<file path="src/rtl/video_alpha_window_core.sv">
// Alpha-blends a constant colour into a rectangular window of a valid/ready
// video stream. Shadow registers commit at frame origin so frames never tear.
package vga_pkg;
  localparam int H_SIZE = 10;
  localparam int V_SIZE = 10;
  typedef struct packed {
    logic [H_SIZE-1:0] hc;
    logic [V_SIZE-1:0] vc;
    logic              frame_start;
  } vga_fc_t;
endpackage

// One colour channel: registered products, truncating add on the output.
module video_alpha_window_ch #(
  parameter int CW = 4,
  parameter int AW = 4
) (
  input  logic          clk,
  input  logic          rst_n,
  input  logic          i_adv,
  input  logic [CW-1:0] i_col,
  input  logic [CW-1:0] i_pix,
  input  logic [AW:0]   i_a,
  output logic [CW-1:0] o_pix
);
  localparam int PW = CW + AW + 1;

  logic [PW-1:0] r_pc, r_pp;
  logic [AW:0]   w_ia;

  assign w_ia = (AW+1)'(1 << AW) - i_a;

  always_ff @(posedge clk or negedge rst_n) begin
    if (!rst_n) begin
      r_pc <= '0;
      r_pp <= '0;
    end else if (i_adv) begin
      r_pc <= PW'(i_col) * PW'(i_a);
      r_pp <= PW'(i_pix) * PW'(w_ia);
    end
  end

  assign o_pix = CW'((r_pc + r_pp) >> AW);
endmodule

module video_alpha_window_core
  import vga_pkg::*;
#(
  parameter int RSIZE    = 4,
  parameter int GSIZE    = 4,
  parameter int BSIZE    = 4,
  parameter int RGB_SIZE = 12,
  parameter int ALPHA_W  = 4,
  parameter int PIPELINE = 2
) (
  input  logic                clk,
  input  logic                rst_n,
  input  logic                avs_write,
  input  logic [2:0]          avs_address,
  input  logic [31:0]         avs_writedata,
  input  logic                src_vld,
  output logic                src_rdy,
  input  logic [RGB_SIZE-1:0] src_rgb,
  input  vga_fc_t             src_fc,
  output logic                snk_vld,
  input  logic                snk_rdy,
  output logic [RGB_SIZE-1:0] snk_rgb,
  output vga_fc_t             snk_fc
);
  logic [2:0]          r_sh_ctrl, r_ctrl;
  logic [RGB_SIZE-1:0] r_sh_color, r_color;
  logic [ALPHA_W-1:0]  r_sh_alpha, r_alpha;
  logic [H_SIZE-1:0]   r_sh_x0, r_sh_x1, r_x0, r_x1;
  logic [V_SIZE-1:0]   r_sh_y0, r_sh_y1, r_y0, r_y1;

  logic                w_adv, w_accept, w_commit, w_hit, w_blend;
  logic                w_en, w_inv;
  logic [RGB_SIZE-1:0] w_color;
  logic [ALPHA_W-1:0]  w_alpha;
  logic [H_SIZE-1:0]   w_x0, w_x1;
  logic [V_SIZE-1:0]   w_y0, w_y1;
  logic [ALPHA_W:0]    w_a_full, w_a;
  logic                w_unused_wdata;

  logic [PIPELINE:1]                    r_vld;
  vga_fc_t [PIPELINE:1]                 r_fc;
  logic [PIPELINE-1:1][RGB_SIZE-1:0]    r_pix, r_col;
  logic [PIPELINE-1:1][ALPHA_W:0]       r_a;

  assign w_unused_wdata = ^avs_writedata;

  assign snk_vld  = r_vld[PIPELINE];
  assign snk_fc   = r_fc[PIPELINE];
  assign w_adv    = !snk_vld || snk_rdy;
  assign src_rdy  = w_adv;
  assign w_accept = src_vld && w_adv;
  assign w_commit = r_ctrl[2] ||
                    (w_accept && (src_fc.frame_start || (src_fc.hc == '0 && src_fc.vc == '0)));

  // The committing beat already sees the values being committed.
  assign w_en    = w_commit ? r_sh_ctrl[0] : r_ctrl[0];
  assign w_inv   = w_commit ? r_sh_ctrl[1] : r_ctrl[1];
  assign w_color = w_commit ? r_sh_color   : r_color;
  assign w_alpha = w_commit ? r_sh_alpha   : r_alpha;
  assign w_x0    = w_commit ? r_sh_x0      : r_x0;
  assign w_x1    = w_commit ? r_sh_x1      : r_x1;
  assign w_y0    = w_commit ? r_sh_y0      : r_y0;
  assign w_y1    = w_commit ? r_sh_y1      : r_y1;

  assign w_hit    = (src_fc.hc >= w_x0) && (src_fc.hc <= w_x1) &&
                    (src_fc.vc >= w_y0) && (src_fc.vc <= w_y1);
  assign w_blend  = w_en && (w_hit ^ w_inv);
  assign w_a_full = (w_alpha == '1) ? (ALPHA_W+1)'(1 << ALPHA_W) : {1'b0, w_alpha};
  // A zero alpha makes the blend an exact pass-through, so no separate bypass mux.
  assign w_a      = w_blend ? w_a_full : '0;

  always_ff @(posedge clk or negedge rst_n) begin
    if (!rst_n) begin
      r_sh_ctrl  <= '0;
      r_sh_color <= '0;
      r_sh_alpha <= '0;
      r_sh_x0    <= '0;
      r_sh_x1    <= '1;
      r_sh_y0    <= '0;
      r_sh_y1    <= '1;
    end else if (avs_write) begin
      case (avs_address)
        3'd0: r_sh_ctrl  <= avs_writedata[2:0];
        3'd1: r_sh_color <= avs_writedata[RGB_SIZE-1:0];
        3'd2: r_sh_alpha <= avs_writedata[ALPHA_W-1:0];
        3'd3: r_sh_x0    <= avs_writedata[H_SIZE-1:0];
        3'd4: r_sh_x1    <= avs_writedata[H_SIZE-1:0];
        3'd5: r_sh_y0    <= avs_writedata[V_SIZE-1:0];
        3'd6: r_sh_y1    <= avs_writedata[V_SIZE-1:0];
        default: ;
      endcase
    end
  end

  always_ff @(posedge clk or negedge rst_n) begin
    if (!rst_n) begin
      r_ctrl  <= '0;
      r_color <= '0;
      r_alpha <= '0;
      r_x0    <= '0;
      r_x1    <= '1;
      r_y0    <= '0;
      r_y1    <= '1;
    end else if (w_commit) begin
      r_ctrl  <= r_sh_ctrl;
      r_color <= r_sh_color;
      r_alpha <= r_sh_alpha;
      r_x0    <= r_sh_x0;
      r_x1    <= r_sh_x1;
      r_y0    <= r_sh_y0;
      r_y1    <= r_sh_y1;
    end
  end

  always_ff @(posedge clk or negedge rst_n) begin
    if (!rst_n) begin
      r_vld <= '0;
      r_fc  <= '0;
      r_pix <= '0;
      r_col <= '0;
      r_a   <= '0;
    end else if (w_adv) begin
      r_vld    <= {r_vld[PIPELINE-1:1], src_vld};
      r_fc[1]  <= src_fc;
      r_pix[1] <= src_rgb;
      r_col[1] <= w_color;
      r_a[1]   <= w_a;
      for (int s = 2; s <= PIPELINE; s++) r_fc[s] <= r_fc[s-1];
      for (int s = 2; s < PIPELINE; s++) begin
        r_pix[s] <= r_pix[s-1];
        r_col[s] <= r_col[s-1];
        r_a[s]   <= r_a[s-1];
      end
    end
  end

  logic [RSIZE-1:0] w_r;
  logic [GSIZE-1:0] w_g;
  logic [BSIZE-1:0] w_b;

  video_alpha_window_ch #(.CW(RSIZE), .AW(ALPHA_W)) u_r (
    .clk(clk), .rst_n(rst_n), .i_adv(w_adv),
    .i_col(r_col[PIPELINE-1][RGB_SIZE-1 -: RSIZE]),
    .i_pix(r_pix[PIPELINE-1][RGB_SIZE-1 -: RSIZE]),
    .i_a(r_a[PIPELINE-1]), .o_pix(w_r)
  );
  video_alpha_window_ch #(.CW(GSIZE), .AW(ALPHA_W)) u_g (
    .clk(clk), .rst_n(rst_n), .i_adv(w_adv),
    .i_col(r_col[PIPELINE-1][BSIZE +: GSIZE]),
    .i_pix(r_pix[PIPELINE-1][BSIZE +: GSIZE]),
    .i_a(r_a[PIPELINE-1]), .o_pix(w_g)
  );
  video_alpha_window_ch #(.CW(BSIZE), .AW(ALPHA_W)) u_b (
    .clk(clk), .rst_n(rst_n), .i_adv(w_adv),
    .i_col(r_col[PIPELINE-1][0 +: BSIZE]),
    .i_pix(r_pix[PIPELINE-1][0 +: BSIZE]),
    .i_a(r_a[PIPELINE-1]), .o_pix(w_b)
  );

  assign snk_rgb = {w_r, w_g, w_b};
endmodule
</file>
<file path="config.mk">
export PLATFORM = sky130hd
export DESIGN_NAME = video_alpha_window_core
export DESIGN_NICKNAME = d
export VERILOG_FILES = /design/src/rtl/video_alpha_window_core.sv
export SDC_FILE = /design/constraint.sdc
export NUM_CORES = 1
export LEC_CHECK = 0
export ABC_AREA = 1
export CAP_MARGIN = 20
export CELL_PAD_IN_SITES_DETAIL_PLACEMENT = 1
export CELL_PAD_IN_SITES_GLOBAL_PLACEMENT = 1
export CORE_ASPECT_RATIO = 1.4
export CORE_MARGIN = 5
export CORE_UTILIZATION = 47
export CTS_CLUSTER_SIZE = 25
export DETAILED_ROUTE_END_ITERATION = 16
export PLACE_DENSITY = 0.88
export SLEW_MARGIN = 10
export SYNTH_ARGS = -nofsm -noshare
export SYNTH_HDL_FRONTEND = slang
export SYNTH_SLANG_ARGS = --single-unit
</file>
<file path="constraint.sdc">
create_clock -name clk -period 9.2 [get_ports clk]
set_input_delay 1.38 -clock clk [delete_from_list [all_inputs] [get_ports clk]]
set_output_delay 1.38 -clock clk [all_outputs]
set_load 0.05 [all_outputs]
</file>
# == Yosys cells after proc, flatten, opt, wreduce, memory -nomap -nowiden ==
# Cells that the tools add are included.
# classes
n_addsub,4
multipliers,6
div,0
n_lt_le_gt_ge,4
eq_ne,7
shift,0
muxes,10
bitwise_logic,1
reduce_logical,21
# op_table
cell,n
4-bit by 5-bit multiplier with 8-bit output,6
10-bit two-way mux,4
8-bit adder,3
10-bit >= comparator,2
10-bit <= comparator,2
10-bit logical NOT,2
2-bit AND reduction,7
12-bit two-way mux,1
5-bit two-way mux,2
"3-bit == test, second input constant",3
1-bit logical AND,7
"3-bit by 2-bit == test with 1-bit output, second input constant",2
"5-bit subtractor, first input constant",1
"4-bit == test, second input constant",1
4-bit two-way mux,1
"3-bit by 1-bit == test with 1-bit output, second input constant",1
3-bit logical NOT,1
1-bit logical OR,3
1-bit two-way mux,2
1-bit logical NOT,1
1-bit bitwise XOR,1
# totals
ff_bits,239
latchBits,0
ramBits,0
mem_bits_ro,0
n_memories,0

# == Depth between registers and ports, before layout ==
# Gate-level depths: netlist of the first run.
# logic_depth
word_depth,13
ltp_mapped,26
mapped_depth_nobuf,25

# == Cells and area by module ==
# Synthesis of the first run repeated with hierarchy kept, for this count alone.
# unflattened
hier_cells,1815
area_unflattened_um2,14771.7
# modules_own_cells
mod,n_inst,cells_per_inst,area_each_um2,seq_area_each_um2
video_alpha_window_core,1,968,8749.6,4829.6
video_alpha_window_ch at u_r,1,284,2013.2,400.4
video_alpha_window_ch at u_g,1,282,2008.2,400.4
video_alpha_window_ch at u_b,1,281,2000.7,400.4

# == Least setup slack after synthesis of the first run ==
# No wires, ideal clock.
# synth_timing
kind,input to output
startpoint,input port snk_rdy
endpoint,output port src_rdy
t_arrival_ns,2.340
required_ns,7.820
setup_slack_ns,5.480
path_stages,4
n_path_buf,2
cell_sequence,nor2_4 > inv_2 > clkbuf_1 > clkbuf_1
# synth_between
elab_chain_len,1
# synth_rtl
item,line_no,rtl
"start, declared",66,"input logic snk_rdy,"
1-bit logical OR,94,assign w_adv = !snk_vld || snk_rdy;
"end, declared",62,"output logic src_rdy,"
# Every way passes these cells.

# == Worst setup path in the final report of the first run ==
# layout_timing
startpoint,input port snk_rdy
endpoint,register r_a[0] in the netlist's numbering
# layout_between
elab_chain_len,12
# layout_rtl
item,line_no,rtl
1-bit logical OR (*),94,
1-bit logical AND,96,assign w_accept = src_vld && w_adv;
1-bit logical AND,98,(w_accept && (src_fc.frame_start || (src_fc.hc == '0 && src_fc.vc == '0)));
1-bit logical OR,97,assign w_commit = r_ctrl[2] ||
10-bit two-way mux,--,
10-bit >= comparator / 10-bit <= comparator (equally long branches),110,assign w_hit = (src_fc.hc >= w_x0) && (src_fc.hc <= w_x1) &&
1-bit logical AND (2 in a row),110,
1-bit logical AND,111,(src_fc.vc >= w_y0) && (src_fc.vc <= w_y1);
1-bit bitwise XOR,112,assign w_blend = w_en && (w_hit ^ w_inv);
1-bit logical AND,112,
5-bit two-way mux,115,assign w_a = w_blend ? w_a_full : '0;
"end signal, assigned by index",177,r_a[s] <= r_a[s-1];
"end, declared",88,logic [PIPELINE-1:1][ALPHA_W:0] r_a;
# Every way passes the cells marked *; elsewhere a longest branch is shown, timed or not.
# A chain may end at the register's enable or synchronous reset.

==> run_results.csv, run 1 <==
group,metric,value,unit
logic_synthesis,synth-edff-count,0,
power,post-layout-total-power,3.941,mW
clock_tree,clock-sinks,239,
routing,wirelength,39.54,mm
logic_synthesis,synth_top_cell_by_area,"sky130_fd_sc_hd__dfrtp_1",
clock_tree,path_clk_slew,60,ps
grt,global_route.usage.met1,0.2561,
placement,dp.cells,2083,
grt,grt_pass1_wl,65.32,mm
sta,layout_setup_ws,2782,ps
run_status,status,"finished clean",
critical_path,critical_path_class,"input port to flop",
placement,detailedPlace.worstSlack,2384,ps
sta,timing.final.crit_period,6418,ps
power,max-vdd-ir-drop,0.0001757,V
routing,routed_via_density,5.348,
routing,routed_length_per_placed_instance,18.54,microns
power,internal-power,2.482,mW
finish,antenna-diode-count,0,
power,p_comb_frac,0.321,
sta,max_freq,155.8,MHz
critical_path,crit_path_start_kind,"input port",
clock_tree,holdBufCountCts,0,
clock_tree,tritoncts,"yes",
logic_synthesis,yosys.area_share.simple,0.2162,
clock_tree,clock-root-buffer,"sky130_fd_sc_hd__clkbuf_16",
floorplan,start_util,0.4732,
routing,drcViolationCount,0,
routing,detailedRoute.firstPassIterationCount,4,
placement,finalWeightedCongestion,0.8364,
clock_tree,cts_inserted_buffers,27,
sta,final-setup-viol-count,0,
critical_path,crit_path_frequent_cell,"sky130_fd_sc_hd__nand2_1",
critical_path,critical-path-max-stage-delay,820,ps
logic_synthesis,synth_compound_gate_area_share,0.08373,
floorplan,boundaryPins,108,
critical_path,crit_fanout,68,
sta,setup_repair_after_global_routing_missed_its_margin,"no",
run,drv.max_cap_violation_count,0,
grt,grt_max_degree,94,
logic_synthesis,synth_commonest_cells,"sky130_fd_sc_hd__nand2_1 (571), sky130_fd_sc_hd__inv_1 (207), sky130_fd_sc_hd__dfrtp_1 (199)",
logic_synthesis,synth_most_common_cell,"sky130_fd_sc_hd__nand2_1",
critical_path,crit_slowest_cell,"sky130_fd_sc_hd__nor2_4",
sta,fin_crit_sh,0.6976,
grt,grtUsageMet2,0.4572,
routing,detail-route-antenna-nets,0,
placement,hpwl,26.45,mm
power,sw_frac,0.3703,
routing,routed-via-count,11410,
logic_synthesis,synthesis.area_per_instance,8.380,sq um
logic_synthesis,main_combinational_cell_family_by_area_after_synthesis,"simple AND/OR/NAND/NOR gates",
power,sequential_power_share,0.379,
clock_tree,clock_latency,550,ps
logic_synthesis,synth.yosys.seq_area_share,0.4271,
logic_synthesis,synth-async-reset-ratio,1.000,
finish,finish.cell_count_without_fillers,2133,
grt,met3_usage,0.03119,
power,static-leakage-power,8.681,nW
logic_synthesis,synth_fp_nets,1919,
sta,slew_viol_final,0,
clock_tree,clock_tree.buffer_depth,3,
grt,busiest_layer,"met2",
floorplan,placement_rows,75,
logic_synthesis,post_synth_fa_ha_maj_area_fraction,0.1618,
placement,buffer_ports.inserted,87,
grt,globalRouteTotalUtil,0.2393,
logic_synthesis,synth_xor_area_frac,0.02233,
floorplan,die_area,0.03366,sq mm
finish,layout_cell_share_with_drive_strength_beyond_1,0.08524,
logic_synthesis,yosys_most_used_dff,"sky130_fd_sc_hd__dfrtp_1",
clock_tree,cts_htree_levels,1,
grt,first_global_vias,12970,
floorplan,core_area,0.02984,sq mm
sta,finalHoldViolCount,0,
logic_synthesis,synth.cell_area,0.01412,sq mm
finish,layout.nets,1961,
sta,worstMarginPinSlew,1045,ps
grt,grt_overflow_total,0,
floorplan,die_width,156.5,microns
logic_synthesis,synthMuxAreaShare,0.001595,
routing,drt-initial-drc-count,385,
power,power.share.clock,0.300,
sta,maxSlewHeadroom,0.3036,
logic_synthesis,synth_top_area_share,0.3526,
floorplan,die_height,215.1,microns
logic_synthesis,post_synth_num_cell_types,39,
clock_tree,cts_repair_resize_count,0,
logic_synthesis,synth.yosys.warnings,0,
critical_path,path_cells,"clkdlybuf4s50_1 -> nor2_4 -> inv_4 -> nand2_1 -> inv_1 -> nand2_2 -> nand2_4 -> buf_4 -> inv_2 -> or2_0 -> o21ai_2 -> ha_1 -> nand2_1 -> nor2_1 -> nand3_1 -> nand4_1 -> nand3_1 -> nor2_1 -> nand2_1 -> nand3_2 -> inv_2 -> nand2_1 -> nand2_1",
finish,final_core_util,0.5385,
logic_synthesis,synth.ff_latch_count,239,
sta,fin_skew,18.45,ps
logic_synthesis,synth_area_leaders,"sky130_fd_sc_hd__dfrtp_1 (35%), sky130_fd_sc_hd__nand2_1 (15%), sky130_fd_sc_hd__ha_1 (11%)",
min_path,timing.hold.worst.class,"flop to flop",
logic_synthesis,synth_cells,1685,
critical_path,cp_data_arrival_time,6870,ps
clock_tree,postCtsSetupBuffers,0,
grt,antenna_found_initial,0,
sta,setup_tns,0,ps
critical_path,required_time_of_the_worst_setup_path,9650,ps
critical_path,setup.worst_path.end_class,"flop",
power,power.switching,1.460,mW
power,total_power_per_unit_cell_area,245.3,mW/mm^2
finish,syn_to_final_growth,13.80,%
## layer usage
layer / wire [microns] / part of all wire
met1: 14290 / 0.36
met4: 1835 / 0.046
met2: 22130 / 0.56
met3: 1288 / 0.033
met5: 0 / 0
## worst max-delay path, delay by kind of cell
family / cells / cell delay [ps]
AND/OR/NAND/NOR: 15 / 2780
AO/OA/AOI/OAI: 1 / 110
adder cells (fa/ha/maj): 1 / 340
buffers and inverters: 6 / 2210
## cells in the final DEF (no fill, tap or decap), types with 12 or more instances in the layout
cell,count
sky130_fd_sc_hd__clkdlybuf4s50_1,86
sky130_fd_sc_hd__dfrtp_1,199
sky130_fd_sc_hd__nand2_1,571
sky130_fd_sc_hd__o21ai_0,99
sky130_fd_sc_hd__clkbuf_16,27
sky130_fd_sc_hd__o21ai_2,32
sky130_fd_sc_hd__nor2_1,82
sky130_fd_sc_hd__or2_1,28
sky130_fd_sc_hd__a31oi_1,12
sky130_fd_sc_hd__a21oi_1,39
sky130_fd_sc_hd__ha_1,125
sky130_fd_sc_hd__inv_1,207
sky130_fd_sc_hd__nand3_1,41
sky130_fd_sc_hd__fa_1,36
sky130_fd_sc_hd__dfstp_2,40
sky130_fd_sc_hd__xor2_1,27
## per-stage QoR
stage / hold WS (ps) / cell area [sq um]
floorplan: 419.8 / 14120
global placement: 433.8 / 15090
detailed placement: 440.6 / 15090
CTS: 475.5 / 16070
global route: 498.9 / 16070
finish: 471.7 / 16070
## layout make-up
type / count / area, sq um
Sequential cell: 239 / 6031
Tap cell: 385 / 481.7
Multi-Input combinational cell: 1153 / 6858
Clock buffer: 35 / 755.7
Timing Repair Buffer: 93 / 920.9
Clock inverter: 15 / 220.2
Fill cell: 3551 / 13770
Inverter: 213 / 802.0
## flip-flops by register name (all words and copies together), names as in the netlist, 12 cells and up
register,cells
r_col,12
snk_fc,21
r_pix,12
r_color,12
r_fc,21
r_sh_color,12
## power by group through the flow
stage / logic (mW) / clock network (mW) / registers [mW]
final: 1.27 / 1.18 / 1.49
after global placement: 1.17 / 0 / 1.48
after CTS: 1.28 / 1.20 / 1.49
after detailed placement: 1.24 / 0 / 1.50
after global routing: 1.41 / 1.25 / 1.52
after floorplan: 0.900 / 0 / 1.44
## worst paths after layout
check	cells past startpoint	to	from	slack, ps
setup / recovery	23	r_a[0]$_DFFE_PN0N_	snk_rdy	2780
hold / removal	2	r_color[1]$_DFF_PN0_	r_color[1]$_DFF_PN0_	470
setup reg to reg	23	r_a[0]$_DFFE_PN0N_	r_vld[2]$_DFFE_PN0N_	3670
hold reg to reg	2	r_color[1]$_DFF_PN0_	r_color[1]$_DFF_PN0_	470
max in group asynchronous	2	r_y0[4]$_DFF_PN0_	rst_n	6790
min in group asynchronous	1	u_b.r_pp[3]$_DFFE_PN0N_	rst_n	850
## cells by family after synthesis
group / after synthesis
AOI/OAI and AO/OA: 201
adders and majority gates: 161
DFF: 239
muxes: 2
and+or+nand+nor: 753
buffers and inverters: 293
xor gates and xnor gates: 36
No activity file was read; power rests on OpenSTA's default activity.
==> inputs of run 2 (changes only) <==
--- a/config.mk
+++ b/config.mk
@@ -11,10 +11,10 @@
 export CELL_PAD_IN_SITES_GLOBAL_PLACEMENT = 1
 export CORE_ASPECT_RATIO = 1.4
 export CORE_MARGIN = 5
-export CORE_UTILIZATION = 47
+export CORE_UTILIZATION = 41
 export CTS_CLUSTER_SIZE = 25
 export DETAILED_ROUTE_END_ITERATION = 16
-export PLACE_DENSITY = 0.88
+export PLACE_DENSITY = 0.82
 export SLEW_MARGIN = 10
 export SYNTH_ARGS = -nofsm -noshare
 export SYNTH_HDL_FRONTEND = slang
==> constraint.sdc (replaced) <==
create_clock -name clk -period 5.2 [get_ports clk]
set_input_delay 0.78 -clock clk [delete_from_list [all_inputs] [get_ports clk]]
set_output_delay 0.78 -clock clk [all_outputs]
set_load 0.05 [all_outputs]
==> run 2 against run 1 <==
  * Register-to-register slack lost 2800 ps
  * Sequential share of layout area decreased by 0.21 points
  * Clock power rose by 69%
  * Sequential power increased by 76%
  * Die area grew 14%
  * Via count decreased by 2.7%
  * Non-clock buffer count up 7
  * Flip-flop and latch count stayed put
  * Wire length down 7.4%
  * Worst hold slack lost 170 ps
  * Highest routed layer unchanged
  * Critical endpoint is now u_r.r_pp[7]$_DFFE_PN0N_
  * Design area increased by 0.56%
  * Global-route usage is 4.9 points lower
==> run_results.csv, run 2 (synthesized netlist as in run 1, its figures left out) <==
group,metric,value,unit
clock_tree,cts_inserted_buffers,27,
finish,final_cell_mix,"sky130_fd_sc_hd__nand2_1 (571), sky130_fd_sc_hd__inv_1 (207), sky130_fd_sc_hd__dfrtp_1 (199)",
routing,routed_length_per_placed_instance,16.62,microns
floorplan,placement_rows,80,
sta,setup_tns,0,ps
sta,finalHoldViolCount,0,
finish,layout.nets,1968,
floorplan,die_area,0.03831,sq mm
routing,routed-via-count,11100,
power,total_power_per_unit_cell_area,422.4,mW/mm^2
clock_tree,path_clk_slew,60,ps
sta,final-setup-viol-count,0,
finish,layout_cell_share_with_drive_strength_beyond_1,0.08785,
grt,first_global_vias,12360,
routing,drcViolationCount,0,
critical_path,required_time_of_the_worst_setup_path,5580,ps
sta,setup_repair_after_global_routing_missed_its_margin,"no",
clock_tree,holdBufCountCts,0,
sta,fin_skew,11.54,ps
routing,wirelength,36.64,mm
power,static-leakage-power,8.700,nW
finish,leading_cell_type_in_the_layout_fill_and_taps_excluded,"sky130_fd_sc_hd__nand2_1",
grt,grt_max_degree,127,
clock_tree,clock-sinks,239,
power,max-vdd-ir-drop,0.0003337,V
placement,buffer_ports.inserted,87,
routing,routed_via_density,5.035,
grt,grt_overflow_total,0,
floorplan,die_height,229.6,microns
grt,grt_pass1_wl,60.79,mm
sta,max_freq,232.3,MHz
placement,hpwl,26.16,mm
routing,detail-route-antenna-nets,0,
sta,timing.final.crit_period,4305,ps
floorplan,start_util,0.4149,
placement,finalWeightedCongestion,0.8404,
floorplan,boundaryPins,108,
sta,slew_viol_final,0,
clock_tree,tritoncts,"yes",
min_path,timing.hold.worst.class,"input port to asynchronous set/reset pin",
grt,globalRouteTotalUtil,0.1905,
critical_path,cp_data_arrival_time,4690,ps
floorplan,die_width,166.8,microns
finish,antenna-diode-count,0,
critical_path,crit_fanout,16,
sta,worstMarginPinSlew,1006,ps
grt,antenna_found_initial,0,
sta,hold_ws,301.8,ps
floorplan,core_area,0.03403,sq mm
routing,detailedRoute.firstPassIterationCount,5,
clock_tree,cts_repair_resize_count,0,
critical_path,critical_path_class,"flop to flop",
sta,maxSlewHeadroom,0.3291,
critical_path,setup.worst_path.end_class,"flop",
finish,syn_to_final_growth,14.43,%
run_status,status,"finished clean",
critical_path,crit_path_start_kind,"flop",
clock_tree,cts_htree_levels,1,
routing,drt-initial-drc-count,407,
clock_tree,clock_latency,540,ps
clock_tree,clock-root-buffer,"sky130_fd_sc_hd__clkbuf_16",
sta,fin_crit_sh,0.8279,
clock_tree,clock_tree.buffer_depth,3,
clock_tree,postCtsSetupBuffers,0,
run,drv.max_cap_violation_count,0,
-- run 2: worst paths after layout --
check | startpoint | endpoint | slack (ps) | cells after the start
setup / recovery | r_a[2]$_DFFE_PN0N_ | u_r.r_pp[7]$_DFFE_PN0N_ | 900 | 16
hold / removal | rst_n | u_b.r_pp[5]$_DFFE_PN0N_ | 300 | 1
setup reg to reg | r_a[2]$_DFFE_PN0N_ | u_r.r_pp[7]$_DFFE_PN0N_ | 900 | 16
hold reg to reg | r_vld[1]$_DFFE_PN0N_ | r_vld[2]$_DFFE_PN0N_ | 470 | 2
max in group asynchronous | rst_n | r_col[10]$_DFFE_PN0N_ | 3780 | 2
min in group clk | r_vld[1]$_DFFE_PN0N_ | r_vld[2]$_DFFE_PN0N_ | 470 | 2
-- run 2: worst max-delay path, stage by stage (launching register included) --
cell	delay, ps
sky130_fd_sc_hd__dfrtp_1	620
sky130_fd_sc_hd__nor3_1	380
sky130_fd_sc_hd__or2_2	170
sky130_fd_sc_hd__nand2_1	180
sky130_fd_sc_hd__inv_1	340
sky130_fd_sc_hd__nand2_1	120
sky130_fd_sc_hd__fa_1	500
sky130_fd_sc_hd__inv_1	60
sky130_fd_sc_hd__fa_1	480
sky130_fd_sc_hd__ha_1	370
sky130_fd_sc_hd__a21oi_1	190
sky130_fd_sc_hd__nand2_1	100
sky130_fd_sc_hd__nand2_1	110
sky130_fd_sc_hd__nand2_1	60
sky130_fd_sc_hd__a21oi_1	150
sky130_fd_sc_hd__xor2_1	210
sky130_fd_sc_hd__o21ai_0	110
-- run 2: layer usage --
metal	vias up	wire, microns	GRT usage	share of wire
met5	-	0	0	0
met1	5535	14020	0.2045	0.38
met2	155	20130	0.3724	0.55
met4	0	1447	0.07316	0.039
li1	5320	-	-	-
met3	87	1037	0.02605	0.028
-- run 2: layout make-up --
class / instances / area [sq um]
fillers: 4097 / 17870
multi-input cells: 1153 / 6858
flip-flops and latches: 239 / 6031
repair buffers: 100 / 985.9
inverters: 213 / 802.0
clock buffers: 34 / 742.0
well taps: 451 / 564.3
clock inverters: 14 / 176.4
-- run 2: through the flow --
step / total power, mW / instance area [sq um] / utilization / setup WS [ps] / cells
after detailed placement: 4.859 / 15240 / 0.4478 / 715.2 / 2156
after global placement: 4.732 / 15240 / 0.4478 / 813.0 / 2156
final: 6.826 / 16160 / 0.4748 / 895.0 / 2204
after CTS: 6.911 / 16160 / 0.4748 / 919.9 / 2204
after floorplan: 4.146 / 14120 / - / 1588 / 1685
after global routing: 7.251 / 16160 / 0.4748 / 607.3 / 2204
-- run 2: power breakdown --
group / switching, mW / leakage (nW) / internal [mW]
Clock: 0.795 / 0.457 / 1.20
Combinational: 1.43 / 5.31 / 0.780
Sequential: 0.283 / 2.93 / 2.34
Total: 2.51 / 8.70 / 4.32
==> inputs of run 3 (changes only) <==
==> constraint.sdc (replaced) <==
create_clock -name clk -period 3.6 [get_ports clk]
set_input_delay 0.54 -clock clk [delete_from_list [all_inputs] [get_ports clk]]
set_output_delay 0.54 -clock clk [all_outputs]
set_load 0.05 [all_outputs]
==> run 3 against run 2 <==
  * Via count grew 1.8%
  * Cell count grew 2.3%
  * Worst hold slack got worse by 320 ps
  * Critical endpoint is now snk_rgb[2]
  * Combinational power is 52% higher
  * Sequential power is 44% higher
  * The run now ends with negative hold slack left
  * Die area did not move
  * Global-route usage rose by 0.88 points
  * Clock skew grew 17 ps
  * Clock-buffer cell count rose by 3
==> run_results.csv, run 3 (synthesized netlist as in run 1, its figures left out) <==
group,metric,value,unit
routing,detail-route-antenna-nets,0,
finish,layout_cell_share_with_drive_strength_beyond_1,0.1181,
critical_path,crit_path_frequent_cell,"sky130_fd_sc_hd__nand2_1",
sta,fin_skew,28.31,ps
floorplan,core_area,0.03403,sq mm
routing,routed_length_per_placed_instance,16.89,microns
placement,buffer_ports.inserted,87,
run_status,violations,"negative hold slack",
clock_tree,clock_latency,550,ps
sta,worstMarginPinSlew,875.9,ps
floorplan,start_util,0.4149,
floorplan,die_area,0.03831,sq mm
routing,detailedRoute.firstPassIterationCount,4,
clock_tree,clock_tree.buffer_depth,3,
clock_tree,clock-root-buffer,"sky130_fd_sc_hd__clkbuf_16",
sta,maxSlewHeadroom,0.4161,
power,static-leakage-power,9.009,nW
placement,placed_cell_area,0.01566,sq mm
finish,final_core_util,0.4898,
sta,hold_ws,-20.58,ps
finish,layout.nets,2017,
power,sequential_power_share,0.373,
power,max-vdd-ir-drop,0.0004280,V
clock_tree,clock-sinks,239,
critical_path,reg2reg_to,"u_g.r_pp[7]$_DFFE_PN0N_",
floorplan,placement_rows,80,
grt,grt_max_degree,94,
sta,final-setup-viol-count,0,
placement,dp.cells,2205,
placement,finalWeightedCongestion,0.8468,
routing,drcViolationCount,0,
run_status,status,"finished, violations left",
power,internal-power,6.458,mW
critical_path,worst-r2r-setup-slack,220,ps
sta,fin_crit_sh,0.9407,
power,sw_frac,0.3619,
placement,detailedPlace.worstSlack,-163.5,ps
grt,first_global_vias,12700,
grt,globalRouteTotalUtil,0.1994,
critical_path,reg2reg_depth,15,
power,p_comb_frac,0.332,
clock_tree,cts_inserted_buffers,26,
finish,syn_to_final_growth,18.04,%
finish,final_cell_mix,"sky130_fd_sc_hd__nand2_1 (571), sky130_fd_sc_hd__inv_1 (204), sky130_fd_sc_hd__dfrtp_1 (199)",
placement,hpwl,27.24,mm
clock_tree,tritoncts,"yes",
routing,wirelength,38.08,mm
critical_path,critical-path-max-stage-delay,540,ps
floorplan,die_height,229.6,microns
critical_path,crit_fanout,2,
critical_path,setup.worst_path.end_class,"output pin",
power,total_power_per_unit_cell_area,607.2,mW/mm^2
critical_path,critical_path_class,"flop to output pin",
critical_path,crit_path_start_kind,"flop",
critical_path,cp_data_arrival_time,2850,ps
finish,finish.cell_count_without_fillers,2254,
power,power.share.clock,0.294,
grt,antenna_found_initial,0,
sta,timing.final.crit_period,3386,ps
floorplan,die_width,166.8,microns
sta,max_freq,295.3,MHz
run,drv.max_cap_violation_count,0,
clock_tree,path_clk_slew,60,ps
finish,leading_cell_type_in_the_layout_fill_and_taps_excluded,"sky130_fd_sc_hd__nand2_1",
sta,finalHoldViolCount,12,
critical_path,reg2reg_from,"r_a[2]$_DFFE_PN0N_",
routing,routed-via-count,11300,
sta,slew_viol_final,0,
routing,drt-initial-drc-count,389,
critical_path,critical-path-top-delay-family,"buffers and inverters",
power,power.switching,3.663,mW
routing,routed_via_density,5.013,
critical_path,critPathBufInv,2,
finish,fillers,4075,
finish,antenna-diode-count,0,
finish,finish.instance_area,0.01667,sq mm
grt,grt_pass1_wl,63.25,mm
critical_path,required_time_of_the_worst_setup_path,3060,ps
critical_path,path_cells,"ha_1 -> nand3_1 -> nand2_1 -> a21oi_1 -> inv_1 -> nand2_1 -> nand2_1 -> a21oi_1 -> nor2_1 -> nor2_1 -> xnor2_1 -> dlygate4sd2_1",
critical_path,crit_slowest_cell,"sky130_fd_sc_hd__dlygate4sd2_1",
sta,layout_setup_ws,213.5,ps
clock_tree,cts_htree_levels,1,
grt,grt_overflow_total,0,
min_path,timing.hold.worst.class,"input port to asynchronous set/reset pin",
floorplan,boundaryPins,108,
critical_path,crit_start,"u_b.r_pp[1]$_DFFE_PN0N_",
run 3: cell type report:
type                            count  area [sq um]  share of cell area
Clock buffer                       37         762.0             0.04571
Timing Repair Buffer              150          1410             0.08460
Tap cell                          451         564.3             0.03385
Multi-Input combinational cell   1153          6899              0.4139
Clock inverter                     11         200.2             0.01201
Inverter                          213         802.0             0.04812
Sequential cell                   239          6031              0.3618
run 3: worst register-to-register path, delay by kind of cell (launching register included):
family          cells  cell delay [ps]
compound gates      2              260
flops               1              390
fa+ha+maj           3             1330
simple gates        5              430
buf+inv             3              450
xor+xnor            2              350
run 3: routing by layer:
| layer | GRT usage | share of wire |
|---|---|---|
| met5 | 0 | 0 |
| met4 | 0.06933 | 0.034 |
| met3 | 0.02277 | 0.025 |
| met2 | 0.3956 | 0.56 |
| met1 | 0.2147 | 0.38 |
run 3: stage by stage:
step / power (mW) / TNS (ps)
5_1_grt: 10.76 / -5.444
6_report: 10.12 / 0
3_3_place_gp: 6.938 / -157.9
4_1_cts: 10.22 / 0
3_5_place_dp: 7.155 / -770.3
2_1_floorplan: 5.992 / 0
run 3: worst max path at each step:
stage	depth (start not counted)	end	slack, ps
2_1_floorplan	16	u_r.r_pp[7]$_DFFE_PN0N_	9
3_3_place_gp	24	r_a[3]$_DFFE_PN0N_	-30
3_5_place_dp	21	r_a[4]$_DFFE_PN0N_	-160
4_1_cts	10	snk_rgb[5]	4
5_1_grt	15	u_r.r_pp[7]$_DFFE_PN0N_	-5
6_report	12	snk_rgb[2]	210
run 3: repair_timing:
action,in CTS,in global routing
setup buffers,0,1
resized for setup,5,11
pin swaps,0,1
setup endpoints to repair,5,6
hold buffers,0,0
run 3: power by group through the flow:
| stage | logic [mW] | clock network [mW] | registers, mW |
|---|---|---|---|
| 5_1_grt | 3.74 | 3.17 | 3.85 |
| 3_5_place_dp | 3.34 | 0 | 3.81 |
| 4_1_cts | 3.39 | 3.05 | 3.78 |
| 3_3_place_gp | 3.17 | 0 | 3.77 |
| 2_1_floorplan | 2.30 | 0 | 3.69 |
| 6_report | 3.36 | 2.98 | 3.78 |
